[src/rtl/bcu_pkg.sv]
// Shared definitions for the branch compare unit: op codes, FSM states and operand-need decode.
package bcu_pkg;

  localparam int unsigned OP_W = 4;

  localparam logic [OP_W-1:0] OP_BEQ  = 4'h0;
  localparam logic [OP_W-1:0] OP_BGEZ = 4'h1;
  localparam logic [OP_W-1:0] OP_BNE  = 4'h2;
  localparam logic [OP_W-1:0] OP_BLEZ = 4'h3;
  localparam logic [OP_W-1:0] OP_BGTZ = 4'h4;
  localparam logic [OP_W-1:0] OP_BLTZ = 4'h5;

  typedef enum logic [1:0] {
    ST_IDLE = 2'd0,
    ST_WAIT = 2'd1,
    ST_DONE = 2'd2
  } state_t;

  // Returns {needs_rs, needs_rt}; undefined ops need nothing so they resolve at once.
  function automatic logic [1:0] op_need(input logic [OP_W-1:0] op);
    logic [1:0] need;
    case (op)
      OP_BEQ, OP_BNE:                     need = 2'b11;
      OP_BGEZ, OP_BLEZ, OP_BGTZ, OP_BLTZ: need = 2'b10;
      default:                            need = 2'b00;
    endcase
    return need;
  endfunction

  function automatic logic ops_ready(input logic [OP_W-1:0] op, input logic rs_ok,
                                     input logic rt_ok);
    logic [1:0] need;
    need = op_need(op);
    return (~need[1] | rs_ok) & (~need[0] | rt_ok);
  endfunction

endpackage

[src/rtl/bcu_cond_eval.sv]
// Combinational signed branch-condition evaluator.
module bcu_cond_eval
  import bcu_pkg::*;
#(
  parameter int unsigned WIDTH = 32
) (
  input  logic [OP_W-1:0]  op,
  input  logic [WIDTH-1:0] rs,
  input  logic [WIDTH-1:0] rt,
  output logic             taken,
  output logic             bad_op
);

  logic eq;
  logic neg;
  logic zero;

  assign eq   = (rs == rt);
  assign neg  = rs[WIDTH-1];
  assign zero = (rs == '0);

  always_comb begin
    taken  = 1'b0;
    bad_op = 1'b0;
    case (op)
      OP_BEQ:  taken = eq;
      OP_BGEZ: taken = ~neg;
      OP_BNE:  taken = ~eq;
      OP_BLEZ: taken = neg | zero;
      OP_BGTZ: taken = ~neg & ~zero;
      OP_BLTZ: taken = neg;
      default: bad_op = 1'b1;
    endcase
  end

endmodule

[src/rtl/branch_cmp_unit.sv]
// Branch-condition resolver: waits for forwarded operands, holds the result until consumed.
// Optional performance counters are built when BCU_PERF_CNT_EN is defined.
module branch_cmp_unit
  import bcu_pkg::*;
#(
  parameter int unsigned WIDTH = 32
`ifdef BCU_PERF_CNT_EN
  , parameter int unsigned CNT_W = 32
`endif
) (
  input  logic             clk,
  input  logic             reset_n,
  input  logic             flush,
  input  logic             in_valid,
  output logic             in_ready,
  input  logic [OP_W-1:0]  in_op,
  input  logic [WIDTH-1:0] rs,
  input  logic [WIDTH-1:0] rt,
  input  logic             rs_ok,
  input  logic             rt_ok,
  output logic             out_valid,
  input  logic             out_ready,
  output logic             out_taken,
  output logic             out_bad_op
`ifdef BCU_PERF_CNT_EN
  , output logic [CNT_W-1:0] perf_total
  , output logic [CNT_W-1:0] perf_taken
`endif
);

  state_t          state_q;
  state_t          state_d;
  logic [OP_W-1:0] op_q;
  logic [OP_W-1:0] op_sel;
  logic            taken_q;
  logic            bad_q;
  logic            accept;
  logic            eval;
  logic            eval_taken;
  logic            eval_bad;

  // On accept the incoming op is evaluated directly; while waiting the latched op is used.
  bcu_cond_eval #(.WIDTH(WIDTH)) u_eval (
    .op     (op_sel),
    .rs     (rs),
    .rt     (rt),
    .taken  (eval_taken),
    .bad_op (eval_bad)
  );

  always_ff @(posedge clk or negedge reset_n) begin
    if (!reset_n) state_q <= ST_IDLE;
    else          state_q <= state_d;
  end

  always_comb begin
    state_d  = state_q;
    in_ready = 1'b0;
    accept   = 1'b0;
    eval     = 1'b0;
    op_sel   = op_q;
    case (state_q)
      ST_IDLE: begin
        in_ready = 1'b1;
        accept   = in_valid;
      end
      ST_WAIT: begin
        if (ops_ready(op_q, rs_ok, rt_ok)) begin
          eval    = 1'b1;
          state_d = ST_DONE;
        end
      end
      ST_DONE: begin
        in_ready = out_ready;
        if (out_ready) begin
          accept  = in_valid;
          state_d = ST_IDLE;
        end
      end
      default: state_d = ST_IDLE;
    endcase
    if (accept) begin
      op_sel = in_op;
      if (ops_ready(in_op, rs_ok, rt_ok)) begin
        eval    = 1'b1;
        state_d = ST_DONE;
      end else begin
        state_d = ST_WAIT;
      end
    end
    // Flush overrides everything, including a request arriving the same cycle.
    if (flush) begin
      state_d  = ST_IDLE;
      in_ready = 1'b0;
      accept   = 1'b0;
      eval     = 1'b0;
    end
  end

  always_ff @(posedge clk or negedge reset_n) begin
    if (!reset_n) begin
      op_q    <= '0;
      taken_q <= 1'b0;
      bad_q   <= 1'b0;
    end else begin
      if (accept) op_q <= in_op;
      if (eval) begin
        taken_q <= eval_taken;
        bad_q   <= eval_bad;
      end
    end
  end

  assign out_valid  = (state_q == ST_DONE) & ~flush;
  assign out_taken  = taken_q;
  assign out_bad_op = bad_q;

`ifdef BCU_PERF_CNT_EN
  logic handshake;
  assign handshake = out_valid & out_ready;

  // Saturating counters; flushed results never handshake so they are never counted.
  always_ff @(posedge clk or negedge reset_n) begin
    if (!reset_n) begin
      perf_total <= '0;
      perf_taken <= '0;
    end else if (handshake) begin
      if (perf_total != '1)            perf_total <= perf_total + CNT_W'(1);
      if (taken_q && perf_taken != '1) perf_taken <= perf_taken + CNT_W'(1);
    end
  end
`endif

endmodule

[config.mk]
export PLATFORM = sky130hd
export DESIGN_NAME = branch_cmp_unit
export DESIGN_NICKNAME = d
export VERILOG_FILES = /design/src/rtl/bcu_pkg.sv /design/src/rtl/bcu_cond_eval.sv /design/src/rtl/branch_cmp_unit.sv
export SDC_FILE = /design/constraint.sdc
export NUM_CORES = 1
export LEC_CHECK = 0
export CAP_MARGIN = 20
export CORE_MARGIN = 2
export CORE_UTILIZATION = 33
export CTS_CLUSTER_DIAMETER = 40
export DETAILED_ROUTE_END_ITERATION = 8
export GPL_TIMING_DRIVEN = 0
export PLACE_DENSITY_LB_ADDON = 0.1
export RECOVER_POWER = 25
export SLEW_MARGIN = 30
export SYNTH_ARGS = -nofsm -noshare
export SYNTH_HDL_FRONTEND = slang
export SYNTH_SLANG_ARGS = --single-unit
[constraint.sdc]
create_clock -name clk -period 2.4 [get_ports clk]
set_clock_uncertainty 0.15 [all_clocks]
set_input_delay 0.48 -clock clk [delete_from_list [all_inputs] [get_ports clk]]
set_output_delay 0.48 -clock clk [all_outputs]
set_load 0.02 [all_outputs]
# After elaboration in Yosys (flattened, before gate mapping)

Cells that the tools add are included.

Input port bits: 75
Register bits: 8
Output and inout bits: 4

Bitwise gates (word level): 17
Reductions and logical operators: 11
Eq/ne operators: 21
Muxes and demuxes: 23

Operators with widths:

| operator             | count |
|---|---|
| $eq A32 B32 Y1       | 1 |
| $logic_not A32 Y1    | 1 |
| $eq A4 B2 Y1 const B | 6 |
| $eq A4 B3 Y1 const B | 6 |
| $mux W2              | 7 |
| $eq A4 B1 Y1 const B | 3 |
| $logic_not A4 Y1     | 3 |
| $mux W1              | 9 |
| $ne A4 B4 Y1 const B | 2 |
| $not A1 Y1           | 8 |
| $pmux W2 S2          | 2 |
| $reduce_or A4 Y1     | 2 |
| $pmux W1 S6          | 1 |
| $pmux W2 S3          | 1 |
| $reduce_or A6 Y1     | 1 |
| $or A1 B1 Y1         | 5 |
| $and A1 B1 Y1        | 4 |
| $mux W4              | 1 |
| $pmux W1 S2          | 2 |
| $reduce_or A2 Y1     | 2 |
| $ne A3 B3 Y1 const B | 1 |
| $reduce_and A3 Y1    | 1 |
| $eq A2 B1 Y1 const B | 1 |
| $eq A2 B2 Y1 const B | 1 |
| $logic_not A2 Y1     | 1 |

# Depth between registers and ports, before layout

Gate-level depths: netlist (run 1).

Depth after elaboration: 12
Gate-level depth with buffers: 6
Depth with buffers taken out: 6

# Modules after synthesis

From an unflattened synthesis (run 1), not the netlist that was laid out.

Cells, all modules: 103
Area, all modules: 949.7 um2

Modules (own cells, without submodules):

| module          | cells an instance | area each (um2) | times used |
|---|---|---|---|
| bcu_cond_eval   | 67                | 510.5           | 1 |
| branch_cmp_unit | 36                | 439.2           | 1 |

# Worst setup path after synthesis (run 1)

Ideal clock, no wire load.

Path kind: in2reg
Start point: in rs[18]
End point: reg taken_q (netlist: out_taken)
Path slack: 0.267 ns
Arrival: 1.873 ns
Cell stages on the path: 6
Library setup time: 0.110 ns
Required time: 2.140 ns
Path buffers: 0
Cell sequence: or4_4 -> nor4_2 -> nand4_1 -> a221o_1 -> o32a_1 -> o41ai_1

Cells in the longest elaborated chain, start to end: 4
Elaborated cells between the ends (all ways): 7

RTL lines:

| element              | RTL line               | RTL |
|---|---|---|
| start, declared      | branch_cmp_unit.sv:17  | `input logic [WIDTH-1:0] rs,` |
| $logic_not A32 Y1    | bcu_cond_eval.sv:20    | `assign zero = (rs == '0);` |
| $not A1 Y1           | bcu_cond_eval.sv:30    | `OP_BGTZ: taken = ~neg & ~zero;` |
| $and A1 B1 Y1        | bcu_cond_eval.sv:30    |  |
| $pmux W1 S6 (*)      | bcu_cond_eval.sv:25    | `case (op)` |
| end signal, assigned | branch_cmp_unit.sv:108 | `taken_q <= eval_taken;` |
| end, declared        | branch_cmp_unit.sv:35  | `logic taken_q;` |

Mark *: on every way between the ends. The rest lies on a longest branch, timed or not.
A chain may end at the register's enable or synchronous reset.

# Worst setup path after layout (run 1)

Start point: in rs[1]
End point: reg taken_q (netlist: out_taken)

The elaborated chain is that of the path after synthesis.

==> flow_summary.json, run 1 <==
{
  "min_from": "out_bad_op",
  "drv_slew": 0,
  "die_area_um2": 3470,
  "drtIter0Drc": 58,
  "synth_fa_ha_area_share_pct": 0,
  "min_path_cells": 1,
  "port_buffers": 78,
  "crit_path_top_delay_cell": "clkdlybuf4s50_1",
  "timing.final.ws_setup_ps": 72.5,
  "most-common-layout-cells": "clkdlybuf4s50_1 (70), xor2_1 (32), nor4_1 (13)",
  "cts_tree": "yes",
  "dp_hpwl_um": 2970,
  "grt_antenna_before_repair": 0,
  "clock_latency_ps": 260,
  "finalSetupViolations": 0,
  "place_ws_ps": -349,
  "regArea_um2": 200,
  "grt_pass1_vias": 1255,
  "hold_violations": 0,
  "ff2ff_setup_slack_ps": 280,
  "synth.cell_area_um2": 993,
  "timing.rr.end": "out_taken",
  "synth_warnings": 0,
  "synth_flop_cell": "dfrtp_1",
  "holdWs_ps": 338,
  "crit_chain": "clkdlybuf4s50_1 -> nor4_2 -> and4_1 -> nand4_1 -> buf_4 -> a311oi_1 -> o32a_1 -> o41ai_2",
  "grt_pass1_wl_um": 5270,
  "hold_end": "out_bad_op",
  "peakVddDrop_uv": 182,
  "synth_cell_types": 33,
  "synth_mux_area_share_pct": 4.53,
  "synth_fp_nets": 192,
  "synth-seq-cells": 8,
  "utilization_pct": 67.2,
  "seq_area_frac_synth_pct": 20.2,
  "max-cap-violations": 0,
  "viasPerCell": 5.41,
  "ioPinCount": 79,
  "avgSynthCellArea_um2": 8.49,
  "tightest_slew_ps": 373,
  "wl_per_cell_um": 15.0,
  "postRouteAntennaNets": 0,
  "rr_startpoint": "state_q[0]",
  "period_needed_ps": 2330,
  "vias": 1256,
  "htreeDepth": 1,
  "worst_setup_path_end_kind": "register",
  "multiInputGateArea_um2": 816,
  "powerDensity_nw_per_um2": 344,
  "fin_total_pwr_mw": 0.649,
  "relSlewSlack_pct": 75.0,
  "crit_path_start_kind": "input pin",
  "synth_compound_area_share_pct": 16.4,
  "track_usage_pct": 19.9,
  "synth_cells": 117,
  "area_growth_syn_to_layout_pct": 89.7,
  "synth-xor-area-share_pct": 29.1,
  "n_fill_cell": 232,
  "worstPathArrival_ps": 2320,
  "cp.required_ps": 2390,
  "synth_top_family_by_area": "simple AND/OR/NAND/NOR gates",
  "final_common_cell": "clkdlybuf4s50_1",
  "fmax_mhz": 430,
  "post-route-period-util_pct": 97.0,
  "hold_class": "reg2reg",
  "violations": "DRC",
  "grt_remaining_overflow": 0,
  "rows": 19,
  "synthArstFlopShare_pct": 100,
  "initial_core_util_pct": 35.4,
  "core_area_um2": 2810,
  "synth_edf_count": 0,
  "routed_wl_um": 3490,
  "tns_ps": 0,
  "drc_errors": 2,
  "drive_gt1_share_pct": 8.46,
  "slowest_delay_ps": 470,
  "layout.nets": 278,
  "cts_buffers": 3,
  "root_buffer": "clkbuf_4",
  "clk_path_buf_depth": 2,
  "reg2reg_depth": 7,
  "critical_path_class": "in2reg",
  "die_w_um": 58.9,
  "place.gp.congestion": 0.836,
  "synthSimpleGateAreaFrac_pct": 29.1,
  "rsz0062_at_grt": "no",
  "drt_first_pass_iters": 6,
  "path_clk_slew_ps": 60,
  "cts.sinks": 8,
  "cts_hold_buf": 0,
  "cp_max_fo": 2,
  "status": "complete, but fails checks",
  "chipHeight_um": 58.9,
  "antenna_cells": 0,
  "leakage_nw": 0.737,
  "grt_max_degree": 9
}
routing by layer:
metal	track usage [%]	wire [um]
met5	0	0
met2	37.9	1850
met4	7.47	74
met1	22.2	1300
met3	2.20	264
sequential cells by signal (all words and copies together), names as in the netlist:
name,cells
out_bad_op,1
out_taken,1
op_q,4
state_q,2
how the worst max path moves through the flow:
stage                     startpoint        end
final                          rs[1]  out_taken
after global routing        in_op[0]  out_taken
after CTS                     rs[21]  out_taken
after detailed placement      rs[18]  out_taken
after global placement        rs[18]  out_taken
after floorplan               rs[18]  out_taken
worst max-delay path: cells and delay by family:
kind,cells,cell delay [ps]
AO/OA/AOI/OAI,3,550
AND/OR/NAND/NOR,3,650
buffers and inverters,2,640
power breakdown:
part | switching, mW | total (mW) | internal (mW) | leakage [nW]
logic | 0.143 | 0.352 | 0.209 | 0.626
registers | 0.0275 | 0.189 | 0.161 | 0.0970
clock network | 0.0503 | 0.108 | 0.0576 | 0.0138
stage by stage:
| stage | instance area (um2) | cells |
|---|---|---|
| after floorplan | 993 | 117 |
| after detailed placement | 1810 | 226 |
| after global placement | 1810 | 226 |
| after global routing | 1880 | 232 |
| after CTS | 1860 | 232 |
| final | 1880 | 232 |
cell usage after synthesis, types with 4 or more instances:
cell type	number	area share, %
a21oi_1	5	2.5
dfrtp_1	8	20
mux2_2	4	4.5
nand3_1	4	2.0
nor4_1	14	8.8
o21ai_0	6	3.0
xor2_1	32	28
layout make-up:
type / count / share of cell area, %
inverter: 2 / 0.398
tap: 31 / 2.06
multi-input combinational: 107 / 43.3
timing repair buffer: 81 / 42.4
clock buffer: 3 / 1.20
sequential: 8 / 10.6
cells by family after synthesis:
group / count (synthesis)
flip-flops: 8
AND/OR/NAND/NOR: 46
multiplexers: 4
XOR/XNOR: 33
buffers and inverters: 2
AO/OA/AOI/OAI: 24
repair_timing:
item / in CTS / in global routing
setup buffers: 3 / 0
setup endpoints to repair: 3 / 1
pin swaps: 6 / 4
gates resized for setup: 8 / 5
(Power assumes the default switching activity.)
==> inputs of run 2 (changes only) <==
--- a/config.mk
+++ b/config.mk
@@ -11,6 +11,7 @@
 export CTS_CLUSTER_DIAMETER = 40
 export DETAILED_ROUTE_END_ITERATION = 8
 export GPL_TIMING_DRIVEN = 0
+export HOLD_SLACK_MARGIN = 0.03
 export PLACE_DENSITY_LB_ADDON = 0.1
 export RECOVER_POWER = 25
 export SLEW_MARGIN = 30
==> results of run 2 <==
The final DEF is identical to that of run 1; final timing and power are the same.
==> inputs of run 3 (changes only) <==
--- a/config.mk
+++ b/config.mk
@@ -11,10 +11,10 @@
 export CTS_CLUSTER_DIAMETER = 40
 export DETAILED_ROUTE_END_ITERATION = 8
 export GPL_TIMING_DRIVEN = 0
-export HOLD_SLACK_MARGIN = 0.03
+export HOLD_SLACK_MARGIN = 0.06
 export PLACE_DENSITY_LB_ADDON = 0.1
 export RECOVER_POWER = 25
-export SLEW_MARGIN = 30
+export SLEW_MARGIN = 10
 export SYNTH_ARGS = -nofsm -noshare
 export SYNTH_HDL_FRONTEND = slang
 export SYNTH_SLANG_ARGS = --single-unit
==> results of run 3 <==
The final DEF is identical to that of run 1; final timing and power are the same.
